File: config.mk
export PLATFORM = sky130hd
export DESIGN_NAME = memory_access
export DESIGN_NICKNAME = d
export VERILOG_FILES = /design/src/rtl/memory_access_pkg.sv /design/src/rtl/memory_access_load_align.sv /design/src/rtl/memory_access.sv
export SDC_FILE = /design/constraint.sdc
export NUM_CORES = 1
export LEC_CHECK = 0
export BUFFER_PORTS_ARGS = -buffer_cell sky130_fd_sc_hd__buf_4
export CORE_AREA = 2 2 117 119
export DETAILED_ROUTE_END_ITERATION = 8
export DIE_AREA = 0 0 119 121
export PLACE_DENSITY = 0.77
export SYNTH_ARGS = -nofsm -noshare
export SYNTH_HDL_FRONTEND = slang
export SYNTH_SLANG_ARGS = --single-unit
File: constraint.sdc
create_clock -name clk -period 4.87 [get_ports clk]
set_input_delay 0.487 -clock clk [delete_from_list [all_inputs] [get_ports clk]]
set_output_delay 0.487 -clock clk [all_outputs]
set_load 0.01 [all_outputs]
File: src/rtl/memory_access_pkg.sv
// Shared types and store-side helpers for the memory access stage.
// SIZE_B is encoded as zero so that a cleared bubble decodes as a byte access.
package memory_access_pkg;

  typedef enum logic [2:0] {
    SIZE_B  = 3'd0,
    SIZE_H  = 3'd1,
    SIZE_W  = 3'd2,
    SIZE_BU = 3'd3,
    SIZE_HU = 3'd4
  } data_size_e;

  function automatic logic is_misaligned(input data_size_e size, input logic [1:0] offset);
    case (size)
      SIZE_H, SIZE_HU: return offset[0];
      SIZE_W:          return offset != 2'b00;
      default:         return 1'b0;
    endcase
  endfunction

  function automatic logic [3:0] byte_enable(input data_size_e size, input logic [1:0] offset);
    case (size)
      SIZE_H, SIZE_HU: return 4'b0011 << {offset[1], 1'b0};
      SIZE_W:          return 4'hF;
      default:         return 4'b0001 << offset;
    endcase
  endfunction

  // Data is replicated into every lane so the byte enables alone pick the target bytes.
  function automatic logic [31:0] store_data(input data_size_e size, input logic [31:0] rs2);
    case (size)
      SIZE_H, SIZE_HU: return {2{rs2[15:0]}};
      SIZE_W:          return rs2;
      default:         return {4{rs2[7:0]}};
    endcase
  endfunction

endpackage

File: src/rtl/memory_access_load_align.sv
// Combinational load extraction: shifts the addressed lane down and sign/zero extends it.
module load_align
  import memory_access_pkg::*;
(
  input  logic [31:0] rdata,
  input  logic [1:0]  offset,
  input  data_size_e  size,
  output logic [31:0] data
);

  logic [31:0] shifted;

  always_comb begin
    shifted = rdata >> {offset, 3'b000};
    case (size)
      SIZE_B:  data = {{24{shifted[7]}}, shifted[7:0]};
      SIZE_BU: data = {24'h0, shifted[7:0]};
      SIZE_H:  data = {{16{shifted[15]}}, shifted[15:0]};
      SIZE_HU: data = {16'h0, shifted[15:0]};
      default: data = rdata;
    endcase
  end

endmodule

File: src/rtl/memory_access.sv
// Memory access pipeline stage: issues loads/stores on a req/gnt/rvalid bus and
// produces the writeback triple, stalling upstream while a transaction is open.
module memory_access
  import memory_access_pkg::*;
(
  input  logic        clk,
  input  logic        rst_n,
  input  logic [4:0]  sel_rd_i,
  input  logic        mem_re_i,
  input  logic        mem_we_i,
  input  data_size_e  mem_size_i,
  input  logic [31:0] alu_result_i,
  input  logic [31:0] rs2_i,
  output logic        stall_o,
  output logic        dmem_req_o,
  output logic        dmem_we_o,
  output logic [31:0] dmem_addr_o,
  output logic [3:0]  dmem_be_o,
  output logic [31:0] dmem_wdata_o,
  input  logic        dmem_gnt_i,
  input  logic        dmem_rvalid_i,
  input  logic [31:0] dmem_rdata_i,
  output logic [4:0]  sel_rd_o,
  output logic        rd_we_o,
  output logic [31:0] rd_data_o,
  output logic        misalign_o
);

  typedef enum logic [1:0] {IDLE, REQ, RESP} mem_state_e;

  mem_state_e  state, state_next;
  logic [31:0] addr_q, wdata_q, rd_data_q, load_data;
  data_size_e  size_q;
  logic        we_q, rd_we_q, misalign_q;
  logic [4:0]  rd_q, sel_rd_q;
  logic [3:0]  be_q;
  logic        mem_op, misaligned, issue;

  assign mem_op     = mem_re_i | mem_we_i;
  assign misaligned = is_misaligned(mem_size_i, alu_result_i[1:0]);
  assign issue      = (state == IDLE) && mem_op && !misaligned;

  always_ff @(posedge clk or negedge rst_n) begin
    if (!rst_n) state <= IDLE;
    else        state <= state_next;
  end

  // stall and req decode from state alone, so upstream never sees a combinational input path.
  always_comb begin
    state_next = state;
    stall_o    = 1'b0;
    dmem_req_o = 1'b0;
    case (state)
      IDLE: if (mem_op && !misaligned) state_next = REQ;
      REQ: begin
        stall_o    = 1'b1;
        dmem_req_o = 1'b1;
        if (dmem_gnt_i) state_next = we_q ? IDLE : RESP;
      end
      RESP: begin
        stall_o = 1'b1;
        if (dmem_rvalid_i) state_next = IDLE;
      end
      default: state_next = IDLE;
    endcase
  end

  always_ff @(posedge clk or negedge rst_n) begin
    if (!rst_n) begin
      addr_q  <= '0;
      size_q  <= SIZE_B;
      we_q    <= 1'b0;
      rd_q    <= '0;
      be_q    <= '0;
      wdata_q <= '0;
    end else if (issue) begin
      addr_q  <= alu_result_i;
      size_q  <= mem_size_i;
      we_q    <= mem_we_i;
      rd_q    <= sel_rd_i;
      be_q    <= byte_enable(mem_size_i, alu_result_i[1:0]);
      wdata_q <= store_data(mem_size_i, rs2_i);
    end
  end

  load_align u_load_align (
    .rdata  (dmem_rdata_i),
    .offset (addr_q[1:0]),
    .size   (size_q),
    .data   (load_data)
  );

  // Any memory op, issued or dropped, leaves a bubble that holds until the load returns.
  always_ff @(posedge clk or negedge rst_n) begin
    if (!rst_n) begin
      sel_rd_q   <= '0;
      rd_we_q    <= 1'b0;
      rd_data_q  <= '0;
      misalign_q <= 1'b0;
    end else begin
      misalign_q <= 1'b0;
      case (state)
        IDLE: begin
          misalign_q <= mem_op && misaligned;
          if (mem_op) begin
            sel_rd_q  <= '0;
            rd_we_q   <= 1'b0;
            rd_data_q <= '0;
          end else begin
            sel_rd_q  <= sel_rd_i;
            rd_we_q   <= sel_rd_i != 5'd0;
            rd_data_q <= alu_result_i;
          end
        end
        RESP: if (dmem_rvalid_i) begin
          sel_rd_q  <= rd_q;
          rd_we_q   <= rd_q != 5'd0;
          rd_data_q <= load_data;
        end
        default: ;
      endcase
    end
  end

  assign dmem_we_o    = we_q;
  assign dmem_addr_o  = {addr_q[31:2], 2'b00};
  assign dmem_be_o    = be_q;
  assign dmem_wdata_o = wdata_q;
  assign sel_rd_o     = sel_rd_q;
  assign rd_we_o      = rd_we_q;
  assign rd_data_o    = rd_data_q;
  assign misalign_o   = misalign_q;

endmodule

# Yosys cells after proc, flatten, opt, wreduce, memory -nomap -nowiden
# Index checks and enable logic that the tools add are counted.
dict set report totals {
  ff_bits 118
  inputBits 110
  out_inout_bits 110
  word_cells 62
}
dict set report classes {
  eq_ne 11
  shifts 3
  n_mux 21
  bitwise 1
  reduce_logical 15
}
# operator n
set ops {}
lappend ops {{$pmux W32 S2} 2}
lappend ops {{$pmux W32 S4} 1}
lappend ops {{$mux W32} 2}
lappend ops {{$shr A32 B5 Y16} 1}
lappend ops {{$mux W5} 2}
lappend ops {{$pmux W5 S2} 1}
lappend ops {{$reduce_bool A5 Y1} 2}
lappend ops {{$mux W2} 4}
lappend ops {{$pmux W4 S2} 1}
lappend ops {{$eq A3 B1 Y1 const B} 2}
lappend ops {{$eq A3 B2 Y1 const B} 2}
lappend ops {{$eq A3 B3 Y1 const B} 2}
lappend ops {{$pmux W2 S3} 1}
lappend ops {{$mux W1} 5}
lappend ops {{$logic_and A1 B1 Y1} 4}
lappend ops {{$ne A2 B2 Y1 const B} 2}
lappend ops {{$pmux W1 S2} 2}
lappend ops {{$reduce_bool A2 Y1} 2}
lappend ops {{$reduce_or A2 Y1} 2}
lappend ops {{$shl A1 B2 Y4 const A} 1}
lappend ops {{$shl A2 B2 Y4 const A} 1}
lappend ops {{$logic_not A3 Y1} 1}
lappend ops {{$reduce_and A3 Y1} 1}
lappend ops {{$eq A2 B1 Y1 const B} 1}
lappend ops {{other kinds (6)} 6}

# Depth between registers and ports, before layout
dict set report depth {
  ltp_word 7
  ltp_mapped 7
  depth_no_buf 6
}

# Cells and area by module
# A second synthesis with hierarchy kept.
dict set report hier_totals {
  hier_cells 686
  hier_area_um2 6791.5
}
# mod instances cells_per_inst area_per_inst_um2 seq_area_each_um2
set by_module_without_submodules {}
lappend by_module_without_submodules {memory_access 1 515 5774.3 2952.8}
lappend by_module_without_submodules {load_align 1 171 1017.2 0.0}

# Least setup slack after synthesis
# Ideal clock, no wire load.
dict set report synth_timing {
  kind {input to register}
  start {in mem_size_i[2]}
  end {reg wdata_q[14], in the netlist dmem_wdata_o[14]}
  setup_time_ns 0.125
  arrival_ns 1.916
  required_ns 4.745
  setup_slack_ns 2.829
  cell_stages 6
  path_buffers 2
  cell_sequence {buf_2 -> xor2_1 -> a21oi_2 -> buf_2 -> mux2_2 -> mux2_4}
}
dict set report synth_via {
  elab_chain_cells 5
  elab_cells_between_ends 8
  cone_classes {3 x eq/ne; 2 x mux; 3 x reduce/logical}
}
# element line_no
set synth_lines {}
lappend synth_lines {{from (decl)} memory_access.sv:11} ;# input data_size_e mem_size_i,
lappend synth_lines {{$eq A3 B1 Y1 or $eq A3 B3 Y1 (tied branches)} {memory_access_pkg.sv:14, memory_access_pkg.sv:31}}
lappend synth_lines {{$reduce_or A2 Y1} {memory_access_pkg.sv:14, memory_access_pkg.sv:31}}
lappend synth_lines {{$pmux W1 S2} memory_access_pkg.sv:14} ;# case (size)
lappend synth_lines {{$logic_not A1 Y1} memory_access.sv:41} ;# assign issue = (state == IDLE) && mem_op && !misaligned;
lappend synth_lines {{$logic_and A1 B1 Y1} memory_access.sv:41}
lappend synth_lines {{to (signal assigned)} memory_access.sv:82} ;# wdata_q <= store_data(mem_size_i, rs2_i);
lappend synth_lines {{to (decl)} memory_access.sv:32} ;# logic [31:0] addr_q, wdata_q, rd_data_q, load_data;
# Parallel ways exist; a longest one is shown, timed or not.
# A chain may end at the register's enable or synchronous reset.

# Final worst setup path
dict set report layout_timing {
  start {reg state[0]}
  end {reg rd_data_q[22], in the netlist rd_data_o[22]}
}
dict set report layout_via {
  elab_chain_cells 3
  elab_cells_between_ends 6
  cone_classes {2 x eq/ne; 1 x mux; 3 x reduce/logical}
}
# element line_no
set layout_lines {}
lappend layout_lines {{from (decl)} memory_access.sv:31} ;# mem_state_e state, state_next;
lappend layout_lines {{from (signal assigned)} memory_access.sv:45} ;# else state <= state_next;
lappend layout_lines {{$eq A2 B2 Y1 or $logic_not A2 Y1 (tied branches)} memory_access.sv:102} ;# case (state)
lappend layout_lines {{$ne A2 B2 Y1 (no source line) or $reduce_bool A2 Y1 (tied branches)} --}
lappend layout_lines {{$reduce_and A2 Y1 (no source line)} --}
lappend layout_lines {{to (signal assigned)} memory_access.sv:112} ;# rd_data_q <= alu_result_i;
lappend layout_lines {{to (signal assigned)} memory_access.sv:118} ;# rd_data_q <= load_data;
lappend layout_lines {{to (decl)} memory_access.sv:32}
# Parallel ways exist; a longest one is shown, timed or not.

==> impl.org <==
** CTS
- After clock tree synthesis, the clock-pin slew on the worst setup and hold paths is ~60 ps.
- The clock tree synthesis step divided the H-tree into 4 levels.
- Clock latency on the worst-skew pair, taken at its later pin, is ~400 ps.
- Post-CTS Hold Fix Bufs :: 0
- Clock sink count :: about 120
- Number of clock buffers inserted by TritonCTS :: 17
- Post-CTS Setup Inserts :: 0
- Maximum number of buffers from clock root to sink :: 2
- Resize count post-CTS :: 0
- CTS tree :: done
- Clock root buffer master :: clkbuf_16

** Yosys
- Predominant post-synthesis flop cell :: dfrtp_1
- Simple-Gate Fraction of Synth Area :: between 5 and 6%
- In this run, synthesis inferred 0 flip-flops with an integrated enable.
- By area, the combinational part of the netlist is dominated by multiplexers.
- The synthesized netlist devotes roughly 18% of its cell area to compound gates.
- Count of warnings emitted by yosys :: 0
- Xor and xnor area share after synthesis :: less than 1%
- Summing the areas of all fa, ha and maj instances in the mapped netlist gives less than 1% of the synthesized area.
- Mean Syn Cell Area :: 11.6 µm²
- Summed instance area of the synthesized netlist :: roughly 0.0063 mm²
- Most area-consuming cells after synthesis :: dfrtp_1 47%, mux2_2 11%, mux2_4 6.4%
- Portion of the post-synthesis area used by sequential elements :: around 47%
- After synthesis the netlist holds a flip-flop and latch count of about 120.
- Of all flip-flops after synthesis, the portion carrying an async set or reset was 100%.
- Share of cell area taken by muxes after synthesis :: 20.4%
- Of the post-synthesis cell area, the dominant cell type holds approximately 47%.
- Cells after synthesis :: ~540
- Number of different library cells in the post-synthesis netlist :: between 50 and 60
- Cell type with the highest aggregate area in the netlist :: dfrtp_1

** Routing
- Number of nets still failing antenna checks after routing :: 0
- The detailed router finished its first iteration with 312 violations.
- Detailed-route via count :: a little over 5,000
- Vias per cell :: about 5.6
- Avg WL per Cell :: roughly 19 µm
- DR pass1 iterations :: 6
- Post-detailed-routing wire length :: between 15 and 20 mm
- DRC errors left :: 0

** Global route
- Via count of the first global-routing pass :: approximately 5,200
- Total global-route track usage :: between 20 and 25%
- Pin count of the biggest net entering global routing :: 80
- Wire length of the first global-routing pass :: ~28 mm
- Summed over all layers, the global routing overflow is 0.
- The number of antenna violations at the first check in global routing was 0.

** Critical path
- Highest cell delay on the worst timing path :: between 800 and 900 ps
- Sort of element at the start of the critical path :: register
- Crit path DAT :: roughly 3000 ps
- At the worst endpoint, the required time is between 5000 and 6000 ps.
- Among all stages on the critical path, the largest delay is contributed by nor3_4.
- Gate family responsible for the most delay along the worst path :: simple AND/OR/NAND/NOR gates
- CP Class :: reg -> reg
- The signal on the critical path passes through inv_1 -> ha_1 -> buf_4 -> mux2i_4 -> buf_4 -> nor3_4 -> a22oi_1 -> o21ai_1.
- In this run the worst path has a maximum fanout of 43.
- The cell that appears most often on the critical path is buf_4.
- The number of buffers and inverters on the critical path is 3.
- Crit path capture type :: register

** Floorplan
- The region available for standard cell placement spans between 0.01 and 0.015 mm².
- From bottom edge to top edge, the die measures approximately 120 µm.
- The die covers approximately 0.014 mm².
- Die width :: ~120 µm
- Io pins :: between 200 and 250
- Effective utilization at floorplan :: between 40% and 50%
- The floorplan has 42 rows.

** Timing
- Setup total negative slack on the finished layout was measured at 0 ps.
- Final Max Slew Viols :: 0
- Actual transition at the worst max-transition pin :: between 1000 and 1500 ps
- Fmax :: between 300 and 400 MHz
- Worst slew slack as a fraction of its limit :: roughly 28%
- Final-report hold violation count :: 0
- Setup violations remaining at the end of the flow were counted as 0.
- Ratio of final minimum period to clock period :: 55.4%
- Setup repair after global routing missed its margin :: false
- The worst path in the final design needs a cycle of roughly 2700 ps, including I/O delays and setup.
- Clock skew on the completed layout was measured at about 5.6 ps.

** Flow run
- Max-cap violations in this run came to 0.

** Placement
- Once detailed placement completed, the half-perimeter wirelength came to approximately 13 mm.
- Area after DPL :: 0.00777 mm²
- At the end of routability-driven placement, the weighted congestion stood at around 0.9.
- Number of I/O port buffers :: about 220

** Finish
- Area delta synth->final :: 33.1%
- The repair_antennas step left the layout with diodes totalling 0.
- The library cell used most frequently in the layout, excluding fill and tap cells, is buf_4.
- In the layout the commonest cells are 221 x buf_4, 118 x dfrtp_1, 64 x mux2_2.
- In the final design database the tool counted 829 nets.
- The finished cells cover roughly 0.0084 mm².
- Layout cell share with drive strength beyond 1 :: slightly below 50%

** Pwr
- Pwr Density :: ~680 mW/mm²
- Largest voltage drop on the vdd net :: between 0.0002 and 0.0003 V
- For this design the static power due to leakage is roughly 3.9 nW.

** Status
- Status :: finished clean

** Worst hold path
- Worst min-delay path category :: in -> async
synthesized netlist by cell type, types with 10 or more instances:
master	instances
o21ai_0	47
mux2i_1	14
nor2_1	17
mux2_2	64
o21ai_1	11
buf_4	36
and2_1	10
a21oi_1	30
a22oi_1	41
dfrtp_1	118
clkbuf_1	18
nand2_1	11
mux2_4	27
through the flow:
stage / util, % / std cells / setup slack, ps / power [mW] / hold slack, ps
final: 64.3 / 905 / 2170 / 5.76 / 230
after CTS: 64.3 / 905 / 2110 / 5.79 / 268
after global placement: 59.4 / 873 / 2230 / 4.34 / 473
after floorplan: - / 545 / 2830 / 3.54 / 191
after detailed placement: 59.4 / 873 / 2170 / 4.42 / 476
after global routing: 64.3 / 905 / 1890 / 6.09 / 301
where the power goes:
group          switching [mW]  leakage, nW  total (mW)  internal [mW]
Sequential              0.358         1.44        1.81           1.45
Combinational            1.26         2.10        2.61           1.35
Clock                   0.445        0.308        1.34          0.894
Total                    2.06         3.86        5.76           3.70
per-layer routing:
metal  GRT usage (%)  part of all wire (%)
met2            40.4                    48
met5               0                     0
met4            10.1                   2.4
met1            30.0                    41
met3            7.85                   8.6
final timing paths:
kind                        startpoint            end  slack (ps)  depth (start not counted)
min reg2reg                sel_rd_o[1]    sel_rd_o[1]         480                          2
min                              rst_n      addr_q[8]         230                          1
max                           state[0]  rd_data_o[22]        2170                          8
min in group clk              mem_we_i      dmem_we_o         310                          2
max in group asynchronous        rst_n  rd_data_o[17]        3500                          2
max reg2reg                   state[0]  rd_data_o[22]        2170                          8
cell families after synthesis:
logic type      Yosys count
mux                     106
simple gates             64
flops                   118
fa+ha+maj                 3
xor+xnor                  3
compound gates          170
other cells               1
buf+inv                  79
final cells by class:
class | instances | area, µm²
flip-flops and latches | 118 | 2950
repair buffers | 222 | 1680
fillers | 1037 | 4670
well taps | 176 | 220
clock inverters | 12 | 175
clock buffers | 20 | 467
multi-input cells | 348 | 2890
inverters | 9 | 33.8
state kept, by name, indices dropped and copies added (netlist names):
name and cells:
dmem_be_o 4, rd_q 5, rd_we_o 1, dmem_we_o 1
dmem_wdata_o 32, misalign_o 1, size_q 3, addr_q 32
sel_rd_o 5, rd_data_o 32, state 2
Power figures use the tool's default switching activity.
